`src/rtl/pc_sequencer.sv`:
```
// Program-counter register stage: registers the PC mux output and adds halt, misaligned-fault trap and debug counters.
// Latency: pc_out follows next_pc one edge later; pc2_out is combinational from pc_out.
// Backpressure: stall or HALT holds the PC and counters; FAULT holds everything until clear_fault.
module pc_sequencer #(
    parameter logic [15:0] RESET_VECTOR = 16'h0000,
    parameter logic [15:0] FAULT_VECTOR = 16'h0010
) (
    input  logic        clk,
    input  logic        rst_n,
    input  logic [15:0] next_pc,
    input  logic        jbp_enable,
    input  logic        stall,
    input  logic        halt_req,
    input  logic        resume,
    input  logic        clear_fault,
    output logic [15:0] pc_out,
    output logic [15:0] pc2_out,
    output logic [1:0]  state,
    output logic        fault,
    output logic [15:0] fault_addr,
    output logic        fault_redirect,
    output logic [15:0] retired_count,
    output logic [7:0]  redirect_count
);

    typedef enum logic [1:0] {
        ST_RUN   = 2'b00,
        ST_HALT  = 2'b01,
        ST_FAULT = 2'b10,
        ST_ILL   = 2'b11
    } state_t;

    state_t      state_q, state_d;
    logic [15:0] pc_q, pc_d;
    logic [15:0] faddr_q, faddr_d;
    logic        fredir_q, fredir_d;
    logic [15:0] retired_q, retired_d;
    logic [7:0]  redirect_q, redirect_d;

    always_ff @(posedge clk or negedge rst_n) begin
        if (!rst_n) begin
            state_q    <= ST_RUN;
            pc_q       <= RESET_VECTOR;
            faddr_q    <= 16'h0000;
            fredir_q   <= 1'b0;
            retired_q  <= 16'h0000;
            redirect_q <= 8'h00;
        end else begin
            state_q    <= state_d;
            pc_q       <= pc_d;
            faddr_q    <= faddr_d;
            fredir_q   <= fredir_d;
            retired_q  <= retired_d;
            redirect_q <= redirect_d;
        end
    end

    always_comb begin
        state_d    = state_q;
        pc_d       = pc_q;
        faddr_d    = faddr_q;
        fredir_d   = fredir_q;
        retired_d  = retired_q;
        redirect_d = redirect_q;
        case (state_q)
            ST_RUN: begin
                if (halt_req) begin
                    state_d = ST_HALT;
                end else if (stall) begin
                    state_d = ST_RUN;
                end else if (next_pc[0]) begin
                    state_d  = ST_FAULT;
                    faddr_d  = next_pc;
                    fredir_d = jbp_enable;
                end else begin
                    pc_d      = next_pc;
                    retired_d = retired_q + 16'd1;
                    if (jbp_enable && (redirect_q != 8'hFF)) begin
                        redirect_d = redirect_q + 8'd1;
                    end
                end
            end
            ST_HALT: begin
                // A held halt_req wins over resume so the core cannot slip out mid-request.
                if (resume && !halt_req) begin
                    state_d = ST_RUN;
                end
            end
            ST_FAULT: begin
                if (clear_fault) begin
                    state_d = ST_RUN;
                    pc_d    = FAULT_VECTOR;
                end
            end
            default: begin
                state_d  = ST_FAULT;
                faddr_d  = pc_q;
                fredir_d = 1'b0;
            end
        endcase
    end

    always_comb begin
        pc_out         = pc_q;
        pc2_out        = pc_q + 16'd2;
        state          = state_q;
        fault          = (state_q == ST_FAULT);
        fault_addr     = faddr_q;
        fault_redirect = fredir_q;
        retired_count  = retired_q;
        redirect_count = redirect_q;
    end

endmodule

```
`config.mk`:
```
export PLATFORM = sky130hd
export DESIGN_NAME = pc_sequencer
export DESIGN_NICKNAME = d
export VERILOG_FILES = /design/src/rtl/pc_sequencer.sv
export SDC_FILE = /design/constraint.sdc
export NUM_CORES = 1
export LEC_CHECK = 0
export ABC_AREA = 0
export CORE_ASPECT_RATIO = 0.9
export CORE_MARGIN = 2
export CORE_UTILIZATION = 35
export DETAILED_ROUTE_END_ITERATION = 8
export HOLD_SLACK_MARGIN = 0.02
export SYNTH_ARGS = -nofsm -noshare
export SYNTH_HDL_FRONTEND = slang
export SYNTH_SLANG_ARGS = --single-unit
```
`constraint.sdc`:
```
create_clock -name clk -period 2.81 [get_ports clk]
set_input_delay 0.562 -clock clk [delete_from_list [all_inputs] [get_ports clk]]
set_output_delay 0.562 -clock clk [all_outputs]
set_load 0.05 [all_outputs]
```
==> flow_metrics.tcl, run 1 <==
set metrics [dict create \
    maxSlewHeadroom_pct 51.5 \
    power.total_w 0.00538 \
    cts-root-buf "clkbuf_8" \
    area_growth_pct 44.4 \
    tightestPinTransition_ns 0.727 \
    global_routing_usage_summed_across_all_routing_layers_pct 16.9 \
    chipWidth_um 99.0 \
    cts.sinks 58 \
    count_of_input_and_output_buffers 96 \
    clkSlewWorstSetupHoldPaths_ns 0.06 \
    r2r-end "retired_count[8]" \
    tritoncts "yes" \
    grt_first_pass_wirelength_mm 11.6 \
    fp.dieArea_um2 8860 \
    worstSetupEndpointType "output pin" \
    max_freq_mhz 397 \
    ys_seq_area_share_pct 51.1 \
    detailed_place_hpwl_mm 5.35 \
    setup_tns_ns 0 \
    drt-total-wl_mm 7.15 \
    design.final.nets 394 \
    worstPathArrival_ns 1.96 \
    max_cap_viols 0 \
    yosysTopAreaCellShare_pct 51.1 \
    n_fill_cell 746 \
    weighted_congestion_at_the_end_of_routability_driven_global_placement 0.755 \
    postSynth.topFlopCell "dfrtp_1" \
    crit_type "register to output pin" \
    vias 2269 \
    start_util_pct 35.7 \
    first_global_vias 2265 \
    slew_violations 0 \
    route.detailed.vias_per_inst 4.86 \
    clock_path_buffers 2 \
    synthTopCellsByArea "dfrtp_1 (51%), xnor2_1 (7.4%), mux2i_1 (5.3%)" \
    timing.reg2reg.worst_path_depth 6 \
    number_of_enable_type_register_cells_in_the_synthesized_netlist 0 \
    grt_antenna_before_repair 0 \
    final.period_utilization_pct 89.6 \
    yosys_top_cell_by_area "dfrtp_1" \
    critPathMaxFanout 8 \
    final-setup-viol-count 0 \
    drc_marker_count_from_the_first_detailed_route_iteration 111 \
    largest_net_degree_at_the_start_of_global_routing 32 \
    drcViolationCount 0 \
    regToRegStartpoint "state[0]" \
    synthCells 261 \
    synthArstFlopShare_pct 100 \
    placeableCoreArea_um2 7950 \
    io_pins 99 \
    post_route_cells_drive_above_1_share_pct 11.1 \
    route.detailed.wl_per_inst_um 15.3 \
    timing.critical_path.required_ns 2.25 \
    yosys_register_bits 58 \
    cts-htree-levels 3 \
    grt_setup_unrepaired "false" \
    syn_area_um2 2840 \
    post_synth_num_cell_types 34 \
    timing.hold.worst.class "primary input to async pin" \
    p_leak_nw 1.88 \
    timing.reg2reg.setup_slack_ns 0.70 \
    ys_warn_count 0 \
    antenna_left 0 \
    die_h_um 89.5 \
    tritoncts.num_buffers 9 \
    post_cts_hold_buffer_count 0 \
    timing.clock.skew_ns 0.00639 \
    powerDensity_nw_per_um2 1310 \
    overflow 0 \
    timing.final.hold_violations 0 \
    worstSkewPairLatency_ns 0.33 \
    post_layout_minimum_cycle_time_ns 2.52 \
    max-vdd-ir-drop_uv 641 \
    result_of_the_run "finished clean" \
    startpoint_type_of_the_worst_setup_path "register" \
    std_cell_rows 31 \
    insertedDiodeCount 0 \
    syn-mean-instance-area_um2 10.9 \
    drtPass1Iterations 4 \
]
## sequential cells by signal (all words and copies together) (netlist names)
| register | flops |
|---|---|
| fault_addr | 16 |
| retired_count | 16 |
| pc_out | 15 |
| redirect_count | 8 |
| state | 2 |
| fault_redirect | 1 |
## routing by layer
layer | global-route usage, % | routed length, um | vias up
met2 | 25.6 | 3290 | 51
met5 | 0 | 0 | -
li1 | - | - | 1130
met3 | 4.53 | 294 | 8
met1 | 24.0 | 3490 | 1080
met4 | 5.23 | 71 | 0
## logic make-up after synthesis
group | count (synthesis) | synth area share (%)
AOI/OAI and AO/OA | 44 | 10.6
xor gates and xnor gates | 32 | 9.86
adders and majority gates | 6 | 2.64
buffers and inverters | 18 | 3.21
DFF | 58 | 51.1
muxes | 18 | 6.47
other | 1 | 0.132
and+or+nand+nor | 84 | 16.0
## repair_timing
action | 4_1_cts | 5_1_grt
endpoints found under the setup margin | 0 | 2
buffers inserted | 0 | 0
gates resized for setup | 0 | 2
## layout make-up
| cell class | count | area [um^2] | share of cell area (%) |
|---|---|---|---|
| flip-flops and latches | 58 | 1450 | 35.4 |
| multi-input cells | 186 | 1310 | 31.8 |
| repair buffers | 103 | 988 | 24.1 |
| clock buffers | 11 | 141 | 3.45 |
| well taps | 99 | 124 | 3.02 |
| clock inverters | 3 | 65.1 | 1.59 |
| inverters | 7 | 26.3 | 0.640 |
## synthesized netlist by cell type, types with 2 or more instances
cell type and number:
a31oi_1 2, buf_2 4, nor3_1 4, nand2_1 17
a22o_1 16, dfrtp_1 58, buf_4 3, nor3_4 2
inv_1 7, ha_1 6, nand2b_1 2, a21oi_1 20
nand4_1 7, o21ai_2 2, xnor2_1 24, clkbuf_1 2
and3_1 8, nor2_1 22, mux2_2 3, and4_1 3
xor2_1 8, mux2i_1 15, nand3_1 15
## worst max-delay path by stage
stage              start                to  slack, ns  cells after the start
3_3_place_gp    halt_req  retired_count[8]       0.20                      5
2_1_floorplan  pc_out[3]       pc2_out[14]       0.03                      4
3_5_place_dp    halt_req  retired_count[8]       0.15                      5
6_report       pc_out[1]        pc2_out[4]       0.29                      3
4_1_cts        pc_out[3]        pc2_out[6]       0.12                      4
5_1_grt        pc_out[1]       pc2_out[15]       0.14                      5
## through the flow
step / util, % / instance area [um^2] / hold WS, ns / setup slack (ns) / cells
4_1_cts: 51.5 / 4100 / 0.298 / 0.118 / 467
5_1_grt: 51.6 / 4100 / 0.314 / 0.142 / 467
6_report: 51.6 / 4100 / 0.284 / 0.292 / 467
2_1_floorplan: - / 2850 / 0.266 / 0.0270 / 262
3_3_place_gp: 48.9 / 3890 / 0.466 / 0.202 / 453
3_5_place_dp: 48.9 / 3890 / 0.473 / 0.145 / 453
## power by group
group | internal [W] | leakage (nW) | switching [W] | total [W]
sequential | 0.00111 | 0.753 | 0.000316 | 0.00143
clock | 0.000512 | 0.105 | 0.000310 | 0.000822
combinational | 0.00107 | 1.02 | 0.00207 | 0.00313
## critical path, cell delays in order, from the launching register on
cell,delay [ns]
dfrtp_1,0.51
nand3_1,0.14
xnor2_1,0.16
clkdlybuf4s50_1,0.82
## cell usage in the layout (no fill, tap or decap), types with 4 or more instances in the layout
cell              n
nand4_1           7
a21oi_1          19
clkdlybuf4s50_1  83
ha_1              6
xor2_1            8
dfrtp_1          58
and3_1            8
nand3_1          15
buf_4            17
inv_1             7
nand2_1          17
mux2i_1          15
nor3_1            4
nor2_1           22
xnor2_1          24
a22o_1           16
clkbuf_8         10
Note: power is estimated with default switching activity, not from simulation.
==> inputs of run 2 (changes only) <==
--- a/config.mk
+++ b/config.mk
@@ -7,7 +7,7 @@
 export LEC_CHECK = 0
 export ABC_AREA = 0
 export CORE_ASPECT_RATIO = 0.9
-export CORE_MARGIN = 2
+export CORE_MARGIN = 5
 export CORE_UTILIZATION = 35
 export DETAILED_ROUTE_END_ITERATION = 8
 export HOLD_SLACK_MARGIN = 0.02
==> flow_metrics.tcl, run 2 (same netlist as run 1, synthesis figures left out) <==
set metrics [dict create \
    global_routing_usage_summed_across_all_routing_layers_pct 15.0 \
    p_leak_nw 1.84 \
    placeableCoreArea_um2 7990 \
    clkSlewWorstSetupHoldPaths_ns 0.07 \
    drc_marker_count_from_the_first_detailed_route_iteration 86 \
    result_of_the_run "finished clean" \
    share_clk_of_total_power_pct 14.6 \
    cpPeakStageDelay_ns 0.82 \
    setup_tns_ns 0 \
    dpl.cell_count 451 \
    path_buf_inv 1 \
    post_route_cells_drive_above_1_share_pct 11.1 \
    power.total_w 0.00535 \
    max-vdd-ir-drop_uv 541 \
    std_cell_rows 31 \
    fp.dieArea_um2 10000 \
    critPathMaxFanout 8 \
    antenna_left 0 \
    route.detailed.vias_per_inst 4.94 \
    maxSlewHeadroom_pct 47.8 \
    clock_path_buffers 2 \
    max_freq_mhz 378 \
    grt_setup_unrepaired "false" \
    first_global_vias 2269 \
    cp_top_family "buffers and inverters" \
    swShare_pct 51.6 \
    slew_violations 0 \
    cts-htree-levels 3 \
    timing.hold.worst.class "primary input to async pin" \
    comb_power_share_pct 58.7 \
    internal_power_w 0.00259 \
    layout.cells.most_common_list "clkdlybuf4s50_1 (85), dfrtp_1 (58), xnor2_1 (24)" \
    grt_first_pass_wirelength_mm 11.9 \
    powerDensity_nw_per_um2 1310 \
    insertedDiodeCount 0 \
    tritoncts "yes" \
    start_util_pct 35.6 \
    chipWidth_um 105 \
    vias 2309 \
    min_hold_slack_ns 0.296 \
    critical_path.slowest_cell "clkdlybuf4s50_1" \
    route.detailed.wl_per_inst_um 15.8 \
    area_growth_pct 44.1 \
    final_cells 467 \
    drcViolationCount 0 \
    n_fill_cell 744 \
    p_seq_share_pct 26.7 \
    grt_antenna_before_repair 0 \
    crit_type "register to output pin" \
    post_layout_minimum_cycle_time_ns 2.65 \
    weighted_congestion_at_the_end_of_routability_driven_global_placement 0.761 \
    timing.critical_path.cells "and3_1 > nand3_1 > xnor2_1 > clkdlybuf4s50_1" \
    max_cap_viols 0 \
    worstSetupEndpointType "output pin" \
    worstPathArrival_ns 2.08 \
    cts.sinks 58 \
    detailed_place_hpwl_mm 5.57 \
    cts-root-buf "clkbuf_8" \
    timing.critical_path.required_ns 2.25 \
    largest_net_degree_at_the_start_of_global_routing 35 \
    layout_commonest_cell "clkdlybuf4s50_1" \
    final.period_utilization_pct 94.1 \
    final-setup-viol-count 0 \
    place_worst_setup_slack_ns 0.227 \
    die_h_um 95.5 \
    timing.clock.skew_ns 0.0130 \
    p_sw_w 0.00276 \
    count_of_input_and_output_buffers 96 \
    cts_setup_buffers 0 \
    timing.final.hold_violations 0 \
    tritoncts.num_buffers 9 \
    tightestPinTransition_ns 0.783 \
    design.final.nets 392 \
    startpoint_type_of_the_worst_setup_path "register" \
    io_pins 99 \
    final.setup.worst_slack_ns 0.164 \
    drt-total-wl_mm 7.40 \
    post_cts_hold_buffer_count 0 \
    overflow 0 \
    drtPass1Iterations 4 \
    worstSkewPairLatency_ns 0.34 \
]
[run 2: changes by cell type in the layout (fill, tap and decap cells not counted), sizes merged, moves of 2 or more]
cell and change:
clkbuf -2, clkinv +2, clkdlybuf4s50 +2, buf -3, inv +2
[run 2: metal layers]
metal / vias to the layer above / wire [um] / GRT usage [%] / part of all wire (%)
li1: 1132 / - / - / -
met2: 58 / 3440 / 22.8 / 47
met3: 11 / 415 / 4.81 / 5.6
met5: - / 0 / 0 / 0
met1: 1108 / 3420 / 20.0 / 46
met4: 0 / 116 / 5.86 / 1.6
[run 2: path summary, 6_finish.rpt]
check                      cells past startpoint         startpoint           endpoint  slack (ns)
max                                            4          pc_out[3]         pc2_out[6]        0.16
min                                            1              rst_n  redirect_count[0]        0.30
max reg2reg                                    6           state[0]         pc_out[12]        0.66
min reg2reg                                    1  retired_count[15]  retired_count[15]        0.48
max in group asynchronous                      2              rst_n         pc_out[15]        1.90
min in group clk                               1  retired_count[15]  retired_count[15]        0.48
[run 2: layout make-up]
class / count / area, um^2 / area share, %
multi-input combinational: 186 / 1310 / 31.9
tap: 99 / 124 / 3.02
sequential: 58 / 1450 / 35.4
timing repair buffer: 101 / 986 / 24.1
clock buffer: 9 / 124 / 3.02
clock inverter: 7 / 77.6 / 1.89
inverter: 7 / 26.3 / 0.642
[run 2: power groups by stage]
stage	Sequential, W	Clock (W)	Combinational [W]
after CTS	0.00143	0.000804	0.00317
final	0.00143	0.000781	0.00314
after floorplan	0.00229	0	0.00128
after global routing	0.00148	0.000844	0.00334
after detailed placement	0.00144	0	0.00316
after global placement	0.00144	0	0.00314
[run 2: worst reg2reg max path: stages, from the launching register on]
cell     delay (ns)
dfrtp_1        0.41
inv_1          0.10
ha_1           0.21
or4b_1         0.68
o21ai_2        0.14
o21ai_2        0.20
a22o_1         0.29
[run 2: per-stage QoR]
step,cell area [um^2],utilization (%)
2_1_floorplan,2850,-
3_3_place_gp,3890,48.7
3_5_place_dp,3890,48.7
4_1_cts,4090,51.2
5_1_grt,4100,51.3
6_report,4100,51.3
[run 2: what timing repair did]
action,in CTS,in global routing
resized for setup,0,1
endpoints found under the setup margin,0,1
hold endpoints to repair,0,0
==> inputs of run 3 (changes only) <==
--- a/config.mk
+++ b/config.mk
@@ -10,6 +10,7 @@
 export CORE_MARGIN = 5
 export CORE_UTILIZATION = 35
 export DETAILED_ROUTE_END_ITERATION = 8
+export GPL_ROUTABILITY_DRIVEN = 0
 export HOLD_SLACK_MARGIN = 0.02
 export SYNTH_ARGS = -nofsm -noshare
 export SYNTH_HDL_FRONTEND = slang
==> results of run 3 <==
The final DEF is identical to that of run 2; final timing and power are the same.
